`src/rtl/icache_fill_fsm.sv`:
```
// Instruction-cache miss handler: stalls fetch, streams one cache block from
// main memory into the data array, writes the tag with the last word, and
// then releases the stall.
module icache_fill_fsm #(
  parameter int unsigned BLOCK_WORDS = 8
) (
  input  logic        clk,
  input  logic        rst,
  input  logic        miss_detected,
  input  logic [15:0] miss_address,
  input  logic        memory_data_valid,
  output logic        fsm_busy,
  output logic        mem_en,
  output logic [15:0] mem_addr,
  output logic        write_data_array,
  output logic        write_tag_array,
  output logic [15:0] fill_addr
);

  localparam int unsigned CW = $clog2(BLOCK_WORDS) + 1;
  localparam logic [CW-1:0] WORDS    = CW'(BLOCK_WORDS);
  localparam logic [CW-1:0] LAST     = CW'(BLOCK_WORDS - 1);
  localparam logic [15:0]   OFF_MASK = 16'(2 * BLOCK_WORDS - 1);

  typedef enum logic {
    IDLE,
    FILL
  } state_t;

  state_t          state, state_n;
  logic [15:0]     base, base_n;
  logic [CW-1:0]   issue_cnt, issue_n;
  logic [CW-1:0]   recv_cnt, recv_n;
  logic [15:0]     issue_off, recv_off;

  // Word counters scaled to byte offsets; always stay inside the block.
  always_comb begin
    issue_off = 16'({issue_cnt, 1'b0});
    recv_off  = 16'({recv_cnt, 1'b0});
  end

  // State, block base and request/return counters.
  always_ff @(posedge clk) begin
    if (rst) begin
      state     <= IDLE;
      base      <= '0;
      issue_cnt <= '0;
      recv_cnt  <= '0;
    end else begin
      state     <= state_n;
      base      <= base_n;
      issue_cnt <= issue_n;
      recv_cnt  <= recv_n;
    end
  end

  // Next-state and output decode; issuing and receiving run independently.
  always_comb begin
    state_n          = state;
    base_n           = base;
    issue_n          = issue_cnt;
    recv_n           = recv_cnt;
    fsm_busy         = 1'b0;
    mem_en           = 1'b0;
    mem_addr         = '0;
    write_data_array = 1'b0;
    write_tag_array  = 1'b0;
    fill_addr        = '0;

    unique case (state)
      IDLE: begin
        fsm_busy = miss_detected;
        if (miss_detected) begin
          state_n = FILL;
          base_n  = miss_address & ~OFF_MASK;
          issue_n = '0;
          recv_n  = '0;
        end
      end

      FILL: begin
        fsm_busy = 1'b1;
        if (issue_cnt < WORDS) begin
          mem_en   = 1'b1;
          mem_addr = base + issue_off;
          issue_n  = issue_cnt + CW'(1);
        end
        if (memory_data_valid && (recv_cnt < WORDS)) begin
          write_data_array = 1'b1;
          fill_addr        = base + recv_off;
          recv_n           = recv_cnt + CW'(1);
          if (recv_cnt == LAST) begin
            write_tag_array = 1'b1;
            state_n         = IDLE;
          end
        end
      end

      default: state_n = IDLE;
    endcase
  end

endmodule

```
`config.mk`:
```
export PLATFORM = sky130hd
export DESIGN_NAME = icache_fill_fsm
export DESIGN_NICKNAME = d
export VERILOG_FILES = /design/src/rtl/icache_fill_fsm.sv
export SDC_FILE = /design/constraint.sdc
export NUM_CORES = 1
export LEC_CHECK = 0
export CAP_MARGIN = 20
export CORE_UTILIZATION = 41
export DETAILED_ROUTE_END_ITERATION = 12
export PLACE_DENSITY = 0.88
export RECOVER_POWER = 25
export SYNTH_ARGS = -nofsm -noshare
export SYNTH_HDL_FRONTEND = slang
export SYNTH_SLANG_ARGS = --single-unit
```
`constraint.sdc`:
```
create_clock -name clk -period 2.04 [get_ports clk]
set_clock_uncertainty 0.1 [all_clocks]
set_input_delay 0.204 -clock clk [delete_from_list [all_inputs] [get_ports clk]]
set_output_delay 0.204 -clock clk [all_outputs]
set_load 0.02 [all_outputs]
```
**Yosys cells after proc, flatten, opt, wreduce, memory -nomap -nowiden**

Cells that the tools add are included.

- Equality and inequality tests: 4
- Add/sub/neg operators: 4
- Shift operators: 0
- Reductions and logical operators: 4
- Muxes and demuxes: 21
- Div/mod/pow operators: 0
- Bitwise logic cells: 1
- $mul: 0
- Order comparisons: 2

Operator list:

| operator | count |
|---|---|
| $mux W16 | 4 |
| $add A16 B5 Y16 | 2 |
| $pmux W4 S2 | 2 |
| $mux W4 | 3 |
| $mux W1 | 10 |
| $add A4 B1 Y4 const B | 2 |
| $lt A4 B4 Y1 const B | 2 |
| $reduce_and A2 Y1 | 3 |
| $eq A4 B3 Y1 const B | 1 |
| $ne A2 B1 Y1 const B | 2 |
| $pmux W1 S2 | 2 |
| $ne A2 B2 Y1 const B | 1 |
| $logic_and A1 B1 Y1 | 1 |
| $not A1 Y1 | 1 |

- Bits in read-only memories: 0
- Output and inout port bits: 36
- Word-level logic and storage cells: 40
- Flip-flop bits (word level): 21
- RAM bits: 0
- Bits in latches: 0
- Memories: 0

**Logic depth before layout (Yosys ltp)**

Gate-level depths: netlist of run 1.

- Depth in word-level cells: 4
- Mapped depth: 5
- Gate-level depth less buffers: 4

**Worst setup path before layout of run 1**

OpenSTA, ideal clock, no wires.

- Path type: register to output
- From: register base[4]
- To: output fill_addr[15]
- Stages on the path, launching flop included: 5
- Required time: 1.736 ns
- Arrival time: 1.575 ns
- Path slack: 0.161 ns
- Cells stage by stage: dfxtp_1 ha_1 nand3_1 or4_1 a21oi_1

- Longest elaborated chain between the ends: 3

RTL lines:

| element | RTL line | source |
|---|---|---|
| from (decl) | 31 | `logic [15:0] base, base_n;` |
| from (signal assigned) | 51 | `base <= base_n;` |
| $add A16 B5 Y16 | 90 | `fill_addr = base + recv_off;` |
| $mux W16 | 88 | `if (memory_data_valid && (recv_cnt < WORDS)) begin` |
| $mux W16 | 70 | `unique case (state)` |
| to (decl) | 17 | `output logic [15:0] fill_addr` |

No other way between the ends.

**Worst setup path in the final report of run 1**

- From: register base[4]
- To: output fill_addr[12]

Same word-level chain as after synthesis.

==> results of run 1 <==
area by class of cell:
type,instances,area share [%]
Multi-Input combinational cell,134,40.96
Timing Repair Buffer,84,33.76
Sequential cell,21,21.34
Tap cell,31,1.907
Clock buffer,4,1.292
Inverter,4,0.7380
routing by layer:
metal	track usage (%)	routed length, um
met1	25.00	1535
met2	41.20	1865
met3	2.948	121
met4	8.014	22
met5	0	0
synthesized netlist by cell type:
| library cell | number | area share (%) |
|---|---|---|
| o21ai_0 | 3 | 1.2 |
| nor3_1 | 5 | 2.0 |
| or3_1 | 3 | 1.5 |
| xnor2_1 | 1 | 0.70 |
| nand4_4 | 1 | 1.7 |
| a21oi_1 | 25 | 9.9 |
| a211oi_1 | 1 | 0.60 |
| buf_2 | 4 | 1.6 |
| and2_1 | 15 | 7.4 |
| nand2_1 | 30 | 8.9 |
| nand4_1 | 5 | 2.5 |
| nand3_2 | 1 | 0.79 |
| xor2_1 | 4 | 2.8 |
| ha_1 | 4 | 4.0 |
| nor2b_1 | 1 | 0.50 |
| nand3b_1 | 2 | 1.2 |
| nand2b_1 | 4 | 2.0 |
| nor2_1 | 6 | 1.8 |
| clkinv_1 | 1 | 0.30 |
| and3_1 | 1 | 0.50 |
| o21a_1 | 2 | 1.2 |
| a41oi_1 | 1 | 0.70 |
| clkbuf_1 | 5 | 1.5 |
| buf_4 | 2 | 1.2 |
| mux2_2 | 1 | 0.89 |
| inv_1 | 3 | 0.89 |
| conb_1 | 1 | 0.30 |
| o31ai_1 | 4 | 2.4 |
| or4_1 | 4 | 2.4 |
| nand3_1 | 7 | 2.8 |
| dfxtp_1 | 21 | 33 |
| and2_2 | 1 | 0.60 |
state kept, by name, summed over array words and instances, names as in the netlist:
name	count
issue_cnt	4
recv_cnt	4
base	12
state	1
cell families (layout without fill, tap and decap cells):
family | Yosys count | count (layout)
xor gates and xnor gates | 5 | 5
other | 1 | 2
buffers and inverters | 15 | 92
adders and majority gates | 4 | 4
AOI/OAI and AO/OA | 36 | 36
muxes | 1 | 1
DFF | 21 | 21
and+or+nand+nor | 86 | 86
critical path, delay by kind of cell (launching register included):
| kind | cells | cell delay [ps] |
|---|---|---|
| and+or+nand+nor | 2 | 520 |
| adders and majority gates | 1 | 140 |
| AOI/OAI and AO/OA | 1 | 130 |
| DFF | 1 | 390 |
| buffers and inverters | 2 | 330 |
stage by stage:
stage                     hold slack (ps)  setup slack, ps  setup TNS, ps
final                               328.5           -60.79         -182.9
after detailed placement            390.5           -239.7          -1232
after global routing                342.2           -132.7         -663.5
after global placement              379.0           -187.4         -914.0
after CTS                           327.5           -74.42         -196.7
after floorplan                     183.3            161.3              0
timing repair:
| action | in CTS | in global routing |
|---|---|---|
| hold buffers | 0 | 0 |
| setup endpoints to repair | 32 | 16 |
| gates resized for setup | 69 | 41 |
| setup buffers | 1 | 3 |
| pin swaps | 2 | 4 |
power by group through the flow:
stage / registers, uW / clock network [uW] / logic (uW)
5_1_grt: 455 / 223 / 226
4_1_cts: 451 / 206 / 205
6_report: 451 / 198 / 207
3_5_place_dp: 459 / 0 / 211
2_1_floorplan: 457 / 0 / 100
3_3_place_gp: 458 / 0 / 208
worst max path at each step:
stage,start,endpoint,slack [ps],cells past startpoint
final,base[4],fill_addr[12],-60,6
after detailed placement,base[4],fill_addr[12],-240,5
after CTS,recv_cnt[3],fill_addr[12],-70,5
after floorplan,base[4],fill_addr[15],160,4
after global routing,base[4],fill_addr[14],-130,5
after global placement,base[4],fill_addr[12],-190,5
==> summary.txt, run 1 <==
Synthesis
  – Simple-gate share of the synthesized area: 36.54%
  – Avg Inst Size Synth: ~7.5 um2
  – Largest family of logic cells by synthesized area: simple AND/OR/NAND/NOR gates
  – Multiplexer share of the synthesized area: 0.8937%
  – XOR/XNOR share of the synthesized area: 3.476%
  – Post-Syn Area: 0.001260 mm2
  – Synth warnings: 0
  – Cells after synthesis: 169
  – Cell variety after synth: 32
  – Compound-Gate Fraction of Synth Area: ~16%
  – Register area share after synthesis: approximately 33%
  – Synth Area in Adders: around 4%
  – Yosys reg bits: 21

Pwr
  – Switching part of the total: roughly 29%
  – Part of the power in registers: 52.7%
  – Clock network power share: between 20% and 30%
  – Tot Pwr: 856.6 uW
  – Comb power frac: 24.2%
  – PwrDens: 421.1 mW/mm2
  – P_leak: 0.0008841 uW
  – Sw power: around 250 uW
  – VDD IR max: approximately 330 uV
  – Internal power: around 610 uW

Critical path
  – Reg-to-reg endpoint: recv_cnt[2]
  – CP Cell Sequence: ha_4 > nand4_1 > buf_4 > or4_4 > a21oi_2 > buf_4
  – Most frequent CP cell: buf_4
  – Crit Path Max Fanout: 4
  – R2r setup slk: 360 ps
  – WP data required: 1740 ps
  – Worst reg2reg path startpoint: recv_cnt[3]
  – Peak per-stage delay on the critical path: 410 ps
  – Crit path max-delay cell type: or4_4
  – Crit start category: flop
  – Crit Path Class: flop to output port
  – Worst r2r path cells: 6
  – Crit. End Element: output port
  – WP data arrival: ~1800 ps

Floorplan
  – Row count: 19
  – Initial cell density of the core: 44.54%
  – Top Ports: between 50 and 60
  – Die W: 57.44 um
  – Die Span Y: 57.44 um
  – Total die area: 0.003299 mm2
  – Core footprint: around 0.0028 mm2

Route
  – Routed wire length: 3544 um
  – DR iter-0 viols: 21
  – DRT antenna net count: 0
  – DR WL/cell: between 10 and 15 um
  – DRC errors left: 5
  – Vias: 1457
  – Router iterations before antenna repair: 8
  – Via-to-Cell Ratio: 5.241

Timing
  – Slew Limit Fails: 0
  – Worst Max-Slew Pin Slew: 603.0 ps
  – Tmin final: 2101 ps
  – Relative slew slack: around three fifths
  – Final worst slack: -60.79 ps
  – Max Freq: approximately 0.48 GHz
  – Fin crit share: 103.0%
  – Final setup fails: 4
  – Final hold vios: 0
  – Unrepaired setup endpoints after global routing: yes

Place
  – Port Buffers: 49
  – Placed Cells: 270
  – Placement-stage cell area: 0.001984 mm2
  – Final RePlAce weighted congestion: 0.7888
  – Post-DP HPWL: about 2600 um

Job
  – MaxCap Viol Count: 0

Cells and area
  – Storage cell area: 434.2 um2
  – Most common cell after layout, fill and taps aside: buf_4
  – Share of layout cells above drive strength 1: 31.58%
  – P&R area growth vs syn: 61.47%
  – Final instance area: 0.002034 mm2
  – Most frequent cells in the layout: buf_4, nand2_1, a21oi_1
  – Fin util: 71.92%
  – ANT cells: 0
  – Final Non-Filler Cells: 278
  – Number of nets in the layout: 272
  – # fillers: 237
  – Multi-input gate area: 833.3 um2

Worst hold path
  – Worst hold path class: input port to flop
  – Cell count of the worst hold path: 3
  – Hold Path End: base[7]
  – Hold Startpoint: miss_address[7]

Clock network
  – Worst-Skew Late Latency: 300 ps
  – Clock tree sinks: 21
  – Clock buffer depth: 2
  – Clk slew on worst S/H paths: roughly 110 ps
  – Clk root buf: clkbuf_4
  – H-tree depth: 1
  – CTS tree: done
  – CTS Buf Count: 3

Global route
  – Initial antenna violation count: 0
  – Largest net degree at the start of global routing: 18
  – First-pass GRT wire length: approximately 5600 um
  – Vias in the first global route: about 1.4k
  – Grt ovf: 0
  – Total track usage: 21.95%

Run status
  – Status: finished with violations
  – Failing checks: design-rule violations, negative setup slack
(Power assumes the default switching activity.)
==> inputs of run 2 (changes only) <==
Settings changed: GPL_ROUTABILITY_DRIVEN set to 1.
Clock period 2.04 ns to 2.2 ns, I/O delays scaled along.
==> run 2 against run 1 <==
  * The run ends with design-rule violations left
  * Sequential cell count unchanged
  * Cell count down 5.0%
  * Hold slack better by 19 ps
  * First-iteration DRC count up 120%
  * Critical path depth down 2
  * Combinational power down 12%
  * Non-clock buffer count down 14
  * Power down 8.2%
  * Sequential share of layout area up 0.28 points
  * Utilization down 1.3 points
  * Critical path type unchanged
  * Largest power group unchanged
==> summary.txt, run 2 (same netlist as run 1, synthesis figures left out) <==
Run status
  – Status: finished with violations (unchanged)
  – Failing checks: design-rule violations (was design-rule violations, negative setup slack)

Place
  – Post-DP HPWL: 2417 um (was 2612 um)
  – Placement-stage cell area: 0.001887 mm2 (was 0.001984 mm2)
  – Worst slack at placement: -177.6 ps (was -239.7 ps)
  – Port Buffers: 49 (unchanged)
  – Final RePlAce weighted congestion: 0.8043 (was 0.7888)

Clock network
  – Clk root buf: clkbuf_4 (unchanged)
  – Hold_buf cts: 0 (unchanged)
  – CTS tree: done (unchanged)
  – Clock tree sinks: 21 (unchanged)
  – Clk slew on worst S/H paths: 120 ps (was 110 ps)
  – Worst-Skew Late Latency: 300 ps (about the same)
  – Clock buffer depth: 2 (unchanged)
  – H-tree depth: 1 (unchanged)
  – CTS Buf Count: 3 (unchanged)

Critical path
  – Crit path buf inv count: 3 (was 2)
  – Crit path max-delay cell type: clkdlybuf4s50_1 (was or4_4)
  – Worst r2r path cells: 5 (was 6)
  – Levels on crit path: 4 (was 6)
  – Crit path to: write_data_array (was fill_addr[12])
  – Crit path max-delay family: buffers and inverters (was simple AND/OR/NAND/NOR gates)
  – Critical Path Start: recv_cnt[3] (was base[4])
  – Crit Path Class: flop to output port (unchanged)
  – Reg-to-reg endpoint: recv_cnt[2] (unchanged)
  – Crit. End Element: output port (unchanged)
  – Crit start category: flop (unchanged)
  – Worst reg2reg path startpoint: recv_cnt[3] (unchanged)
  – WP data arrival: 1790 ps (was 1800 ps)
  – WP data required: 1880 ps (was 1740 ps)
  – Peak per-stage delay on the critical path: 620 ps (was 410 ps)
  – Crit Path Max Fanout: 8 (was 4)
  – R2r setup slk: 540 ps (was 360 ps)
  – CP Cell Sequence: buf_4 > nand3b_1 > clkinvlp_4 > clkdlybuf4s50_1 (was ha_4 > nand4_1 > buf_4 > or4_4 > a21oi_2 > buf_4)

Route
  – DRT antenna net count: 0 (unchanged)
  – Via-to-Cell Ratio: 5.295 (was 5.241)
  – DRC errors left: 5 (unchanged)
  – DR WL/cell: 12.47 um (was 12.75 um)
  – Router iterations before antenna repair: 8 (unchanged)
  – Vias: 1398 (was 1457)
  – DR iter-0 viols: 47 (was 21)
  – Routed wire length: 3292 um (was 3544 um)

Timing
  – Final worst slack: 88.71 ps (was -60.79 ps)
  – Relative slew slack: 46.88% (was 59.80%)
  – Worst Max-Slew Pin Slew: 794.1 ps (was 603.0 ps)
  – Slew Limit Fails: 0 (unchanged)
  – Final setup fails: 0 (was 4)
  – Final hold vios: 0 (unchanged)
  – Tmin final: around 2100 ps
  – Max Freq: between 0.4 and 0.5 GHz
  – Unrepaired setup endpoints after global routing: yes (unchanged)
  – Fin crit share: 95.97%

Cells and area
  – Final instance area: 0.001997 mm2 (was 0.002034 mm2)
  – Largest register FFs: 12 (unchanged)
  – Largest Register: base (unchanged)
  – Most common cell after layout, fill and taps aside: nand2_1 (was buf_4)
  – ANT cells: 0 (unchanged)
  – # fillers: 222 (was 237)
  – Share of layout cells above drive strength 1: 20.17% (was 31.58%)
  – Fin util: 70.59% (was 71.92%)
  – Number of nets in the layout: 258 (was 272)
  – Most frequent cells in the layout: nand2_1, buf_4, a21oi_1 (was buf_4, nand2_1, a21oi_1)
  – Top flop regs: base x12, issue_cnt x4, recv_cnt x4 (unchanged)
  – P&R area growth vs syn: 58.49% (was 61.47%)

Floorplan
  – Die Span Y: 57.44 um (unchanged)
  – Initial cell density of the core: 44.54% (unchanged)
  – Core footprint: 0.002829 mm2 (unchanged)
  – Total die area: 0.003299 mm2 (unchanged)
  – Die W: 57.44 um (unchanged)
  – Top Ports: 56 (unchanged)
  – Row count: 19 (unchanged)

Global route
  – Grt ovf: 0 (unchanged)
  – First-pass GRT wire length: 5354 um (was 5637 um)
  – Total track usage: 20.45% (was 21.95%)
  – Initial antenna violation count: 0 (unchanged)
  – Largest net degree at the start of global routing: 22 (was 18)
  – Vias in the first global route: 1317 (was 1368)

Worst hold path
  – Hold Startpoint: miss_address[12] (was miss_address[7])
  – Worst hold path class: input port to flop (unchanged)

Pwr
  – P_leak: 0.0009929 uW (was 0.0008841 uW)
  – VDD IR max: 334.1 uV (was 335.0 uV)
  – PwrDens: 393.6 mW/mm2 (was 421.1 mW/mm2)

Job
  – MaxCap Viol Count: 0 (unchanged)
## run 2: cell count changes in the layout (fill, tap and decap cells not counted), sizes merged
cell / previous run / this run
clkinvlp: 0 / 1
clkbuf: 15 / 3
clkinv: 0 / 1
dlygate4sd2: 14 / 9
inv: 4 / 3
dlymetal6s2s: 0 / 12
clkdlybuf4s50: 17 / 21
buf: 41 / 27
dlygate4sd3: 0 / 1
clkdlybuf4s15: 1 / 0
## run 2: how the worst min path moves through the flow
stage / end / slack [ps] / cells after the start
2_1_floorplan: issue_cnt[3] / 200 / 1
3_3_place_gp: base[4] / 380 / 2
3_5_place_dp: base[15] / 390 / 2
4_1_cts: base[12] / 340 / 3
5_1_grt: base[4] / 360 / 3
6_report: base[12] / 350 / 3
## run 2: routing by layer
layer	share of wire (%)	GRT usage, %
met1	45	25.87
met2	49	34.55
met3	4.8	2.041
met4	1.8	10.10
met5	0	0
## run 2: report_power, final
| group | leakage [uW] | switching [uW] | internal [uW] |
|---|---|---|---|
| clock network | 0.0000177 | 117 | 67.8 |
| registers | 0.000174 | 22.7 | 396 |
| logic | 0.000801 | 92.8 | 89.3 |
## run 2: layout make-up
type / count / area [um2] / share of cell area (%)
clock inverters: 1 / 5.005 / 0.2506
flip-flops and latches: 21 / 431.7 / 21.62
clock buffers: 3 / 22.52 / 1.128
well taps: 31 / 38.79 / 1.942
multi-input cells: 134 / 820.8 / 41.10
repair buffers: 70 / 659.4 / 33.02
inverters: 4 / 18.77 / 0.9398
## run 2: worst register-to-register path, delay by kind of cell (launching register included)
kind	cells	cell delay (ps)
buffers and inverters	2	350
DFF	1	390
AOI/OAI and AO/OA	1	230
muxes	1	360
and+or+nand+nor	1	160
## run 2: metrics by stage
stage / cells / hold WS, ps / power [uW] / setup TNS [ps]
2_1_floorplan: 170 / 199.3 / 516.1 / 0
3_3_place_gp: 257 / 379.6 / 601.9 / -254.4
3_5_place_dp: 257 / 385.1 / 605.8 / -524.9
4_1_cts: 262 / 341.9 / 784.1 / 0
5_1_grt: 264 / 358.6 / 825.8 / -50.88
6_report: 264 / 347.0 / 785.9 / 0
## run 2: what timing repair did
action,CTS,global route
resized for setup,37,29
pin swaps,1,0
endpoints found under the setup margin,27,18
buffers inserted,1,2
==> inputs of run 3 (changes only) <==
==> constraint.sdc (replaced) <==
create_clock -name clk -period 2.2 [get_ports clk]
set_clock_uncertainty 0.1 [all_clocks]
set_input_delay 0.66 -clock clk [delete_from_list [all_inputs] [get_ports clk]]
set_output_delay 0.66 -clock clk [all_outputs]
set_load 0.02 [all_outputs]
==> run 3 against run 2 <==
  * The flow finishes with violations (design-rule violations, negative setup slack)
  * Routed wire length is 42% higher
  * Count of clock-buffer cells in the layout is 1 higher
  * Cell count is 11% higher
  * Global-route usage is 7.4 points higher
  * Sequential share of layout area is 2.0 points lower
  * Final area is 17% higher
  * Sequential power hardly changed
  * Critical path depth is 1 higher
  * Critical path type unchanged
  * Largest power group unchanged
==> summary.txt, run 3 (same netlist as run 1, synthesis figures left out) <==
Timing
  – Final hold vios: 0 (unchanged)
  – Worst Max-Slew Pin Slew: 935.0 ps (was 794.1 ps)
  – Tmin final: 2573 ps (was 2111 ps)
  – Max Freq: 0.3886 GHz (was 0.4736 GHz)
  – Total negative slack: -4011 ps (was 0 ps)
  – Unrepaired setup endpoints after global routing: yes (unchanged)
  – Final setup fails: 19 (was 0)
  – Final worst slack: -373.2 ps (was 88.71 ps)
  – Relative slew slack: 37.67% (was 46.88%)
  – Slew Limit Fails: 0 (unchanged)
  – Fin crit share: 117.0% (was 95.97%)

Cells and area
  – Most common cell after layout, fill and taps aside: buf_4 (was nand2_1)
  – ANT cells: 0 (unchanged)
  – Share of layout cells above drive strength 1: 52.47% (was 20.17%)
  – Final Non-Filler Cells: 294 (was 264)
  – Fin util: 82.35% (was 70.59%)
  – Largest register FFs: 12 (unchanged)
  – Number of nets in the layout: 288 (was 258)
  – Largest Register: base (unchanged)
  – Top flop regs: base x12, issue_cnt x4, recv_cnt x4 (unchanged)
  – P&R area growth vs syn: 84.91% (was 58.49%)
  – Most frequent cells in the layout: buf_4, nand2_1, buf_6 (was nand2_1, buf_4, a21oi_1)
  – Final instance area: 0.002330 mm2 (was 0.001997 mm2)

Clock network
  – Hold_buf cts: 0 (unchanged)
  – CTS Buf Count: 3 (unchanged)
  – Clk root buf: clkbuf_4 (unchanged)
  – Clock buffer depth: 2 (unchanged)
  – CTS tree: done (unchanged)
  – Clock tree sinks: 21 (unchanged)
  – Clk slew on worst S/H paths: 130 ps (was 120 ps)
  – Worst-Skew Late Latency: 310 ps (was 300 ps)
  – H-tree depth: 1 (unchanged)

Route
  – Routed wire length: 4677 um (was 3292 um)
  – Vias: 1625 (was 1398)
  – DRC errors left: 4 (was 5)
  – Router iterations before antenna repair: 8 (unchanged)
  – DR WL/cell: 15.91 um (was 12.47 um)
  – DR iter-0 viols: 86 (was 47)
  – Via-to-Cell Ratio: 5.527 (was 5.295)
  – DRT antenna net count: 0 (unchanged)

Place
  – Post-DP HPWL: 2822 um (was 2417 um)
  – Placed Cells: 281 (was 257)
  – Port Buffers: 49 (unchanged)
  – Final RePlAce weighted congestion: 0.7967 (was 0.8043)
  – Placement-stage cell area: 0.002083 mm2 (was 0.001887 mm2)

Pwr
  – Tot Pwr: 843.5 uW (was 785.9 uW)
  – VDD IR max: 369.5 uV (was 334.1 uV)
  – P_leak: 0.001004 uW (was 0.0009929 uW)
  – PwrDens: 362.1 mW/mm2 (was 393.6 mW/mm2)

Floorplan
  – Die W: 57.44 um (unchanged)
  – Die Span Y: 57.44 um (unchanged)
  – Row count: 19 (unchanged)
  – Initial cell density of the core: 44.54% (unchanged)
  – Total die area: 0.003299 mm2 (unchanged)
  – Core footprint: 0.002829 mm2 (unchanged)
  – Top Ports: 56 (unchanged)

Worst hold path
  – Worst hold path class: flop to flop (was input port to flop)
  – Cell count of the worst hold path: 2 (was 3)

Critical path
  – Crit Path Max Fanout: 4 (was 8)
  – Crit path max-delay family: simple AND/OR/NAND/NOR gates (was buffers and inverters)
  – CP Cell Sequence: ha_2 > nand3_2 > or4_4 > a21oi_2 > buf_4 (was buf_4 > nand3b_1 > clkinvlp_4 > clkdlybuf4s50_1)
  – Worst reg2reg path startpoint: recv_cnt[3] (unchanged)
  – Reg-to-reg endpoint: recv_cnt[2] (unchanged)
  – Crit. End Element: output port (unchanged)
  – WP data required: 1440 ps (was 1880 ps)
  – Crit Path Class: flop to output port (unchanged)
  – WP data arrival: 1810 ps (was 1790 ps)
  – R2r setup slk: 340 ps (was 540 ps)
  – Worst r2r path cells: 6 (was 5)
  – Crit start category: flop (unchanged)
  – Peak per-stage delay on the critical path: 500 ps (was 620 ps)
  – Crit path to: fill_addr[15] (was write_data_array)
  – Crit path buf inv count: 1 (was 3)
  – Crit path max-delay cell type: or4_4 (was clkdlybuf4s50_1)
  – Critical Path Start: base[4] (was recv_cnt[3])
  – Levels on crit path: 5 (was 4)

Global route
  – Grt ovf: 0 (unchanged)
  – Initial antenna violation count: 0 (unchanged)
  – First-pass GRT wire length: 7086 um (was 5354 um)
  – Largest net degree at the start of global routing: 22 (unchanged)
  – Vias in the first global route: 1570 (was 1317)
  – Total track usage: 27.87% (was 20.45%)

Run status
  – Failing checks: design-rule violations, negative setup slack (was design-rule violations)
  – Status: finished with violations (unchanged)

Job
  – MaxCap Viol Count: 0 (unchanged)
-- run 3: cell types whose count changed in the layout (fill, tap and decap cells not counted), sizes merged --
cell	change
clkbuf	+10
clkdlybuf4s50	-9
clkinvlp	-1
dlygate4sd2	-7
buf	+48
dlymetal6s2s	-11
-- run 3: power by group --
group          internal, uW  total [uW]  switching, uW  leakage, uW
Combinational           115         233            118     0.000809
Clock                  70.8         192            121    0.0000150
Sequential              394         418           24.3     0.000179
-- run 3: routing by layer --
layer / vias up / global-route usage [%] / wire (um)
met2: 66 / 51.50 / 2505
met4: 0 / 10.45 / 95
li1: 770 / - / -
met3: 10 / 3.175 / 204
met1: 779 / 32.68 / 1873
met5: - / 0 / 0
-- run 3: tightest hold or removal path: stages (launching register included) --
cell and delay, ps:
dfxtp_2 370, nand2_1 60, a21oi_1 60
-- run 3: worst min-delay path by stage --
| stage | from | end | slack (ps) |
|---|---|---|---|
| 6_report | base[10] | base[10] | 410 |
| 5_1_grt | base[10] | base[10] | 430 |
| 4_1_cts | base[10] | base[10] | 410 |
| 3_5_place_dp | recv_cnt[1] | recv_cnt[1] | 400 |
| 3_3_place_gp | base[4] | base[4] | 380 |
| 2_1_floorplan | base[15] | base[15] | 350 |
-- run 3: final cells by class --
class / instances / area [um2]
tap: 31 / 38.79
multi-input combinational: 134 / 952.2
inverter: 4 / 16.27
fill: 172 / 499.2
sequential: 21 / 456.7
timing repair buffer: 100 / 839.6
clock buffer: 4 / 26.28
-- run 3: timing repair --
item	4_1_cts	5_1_grt
setup buffers	6	4
setup endpoints to repair	34	30
pin swaps	13	11
gates cloned	1	0
resized for setup	185	42
-- run 3: per-stage QoR --
step	worst slack, ps	hold WS (ps)
detailed placement	-792.1	404.7
finish	-373.2	413.8
CTS	-355.5	408.5
global route	-435.4	433.3
global placement	-760.4	383.2
floorplan	-45.88	353.0
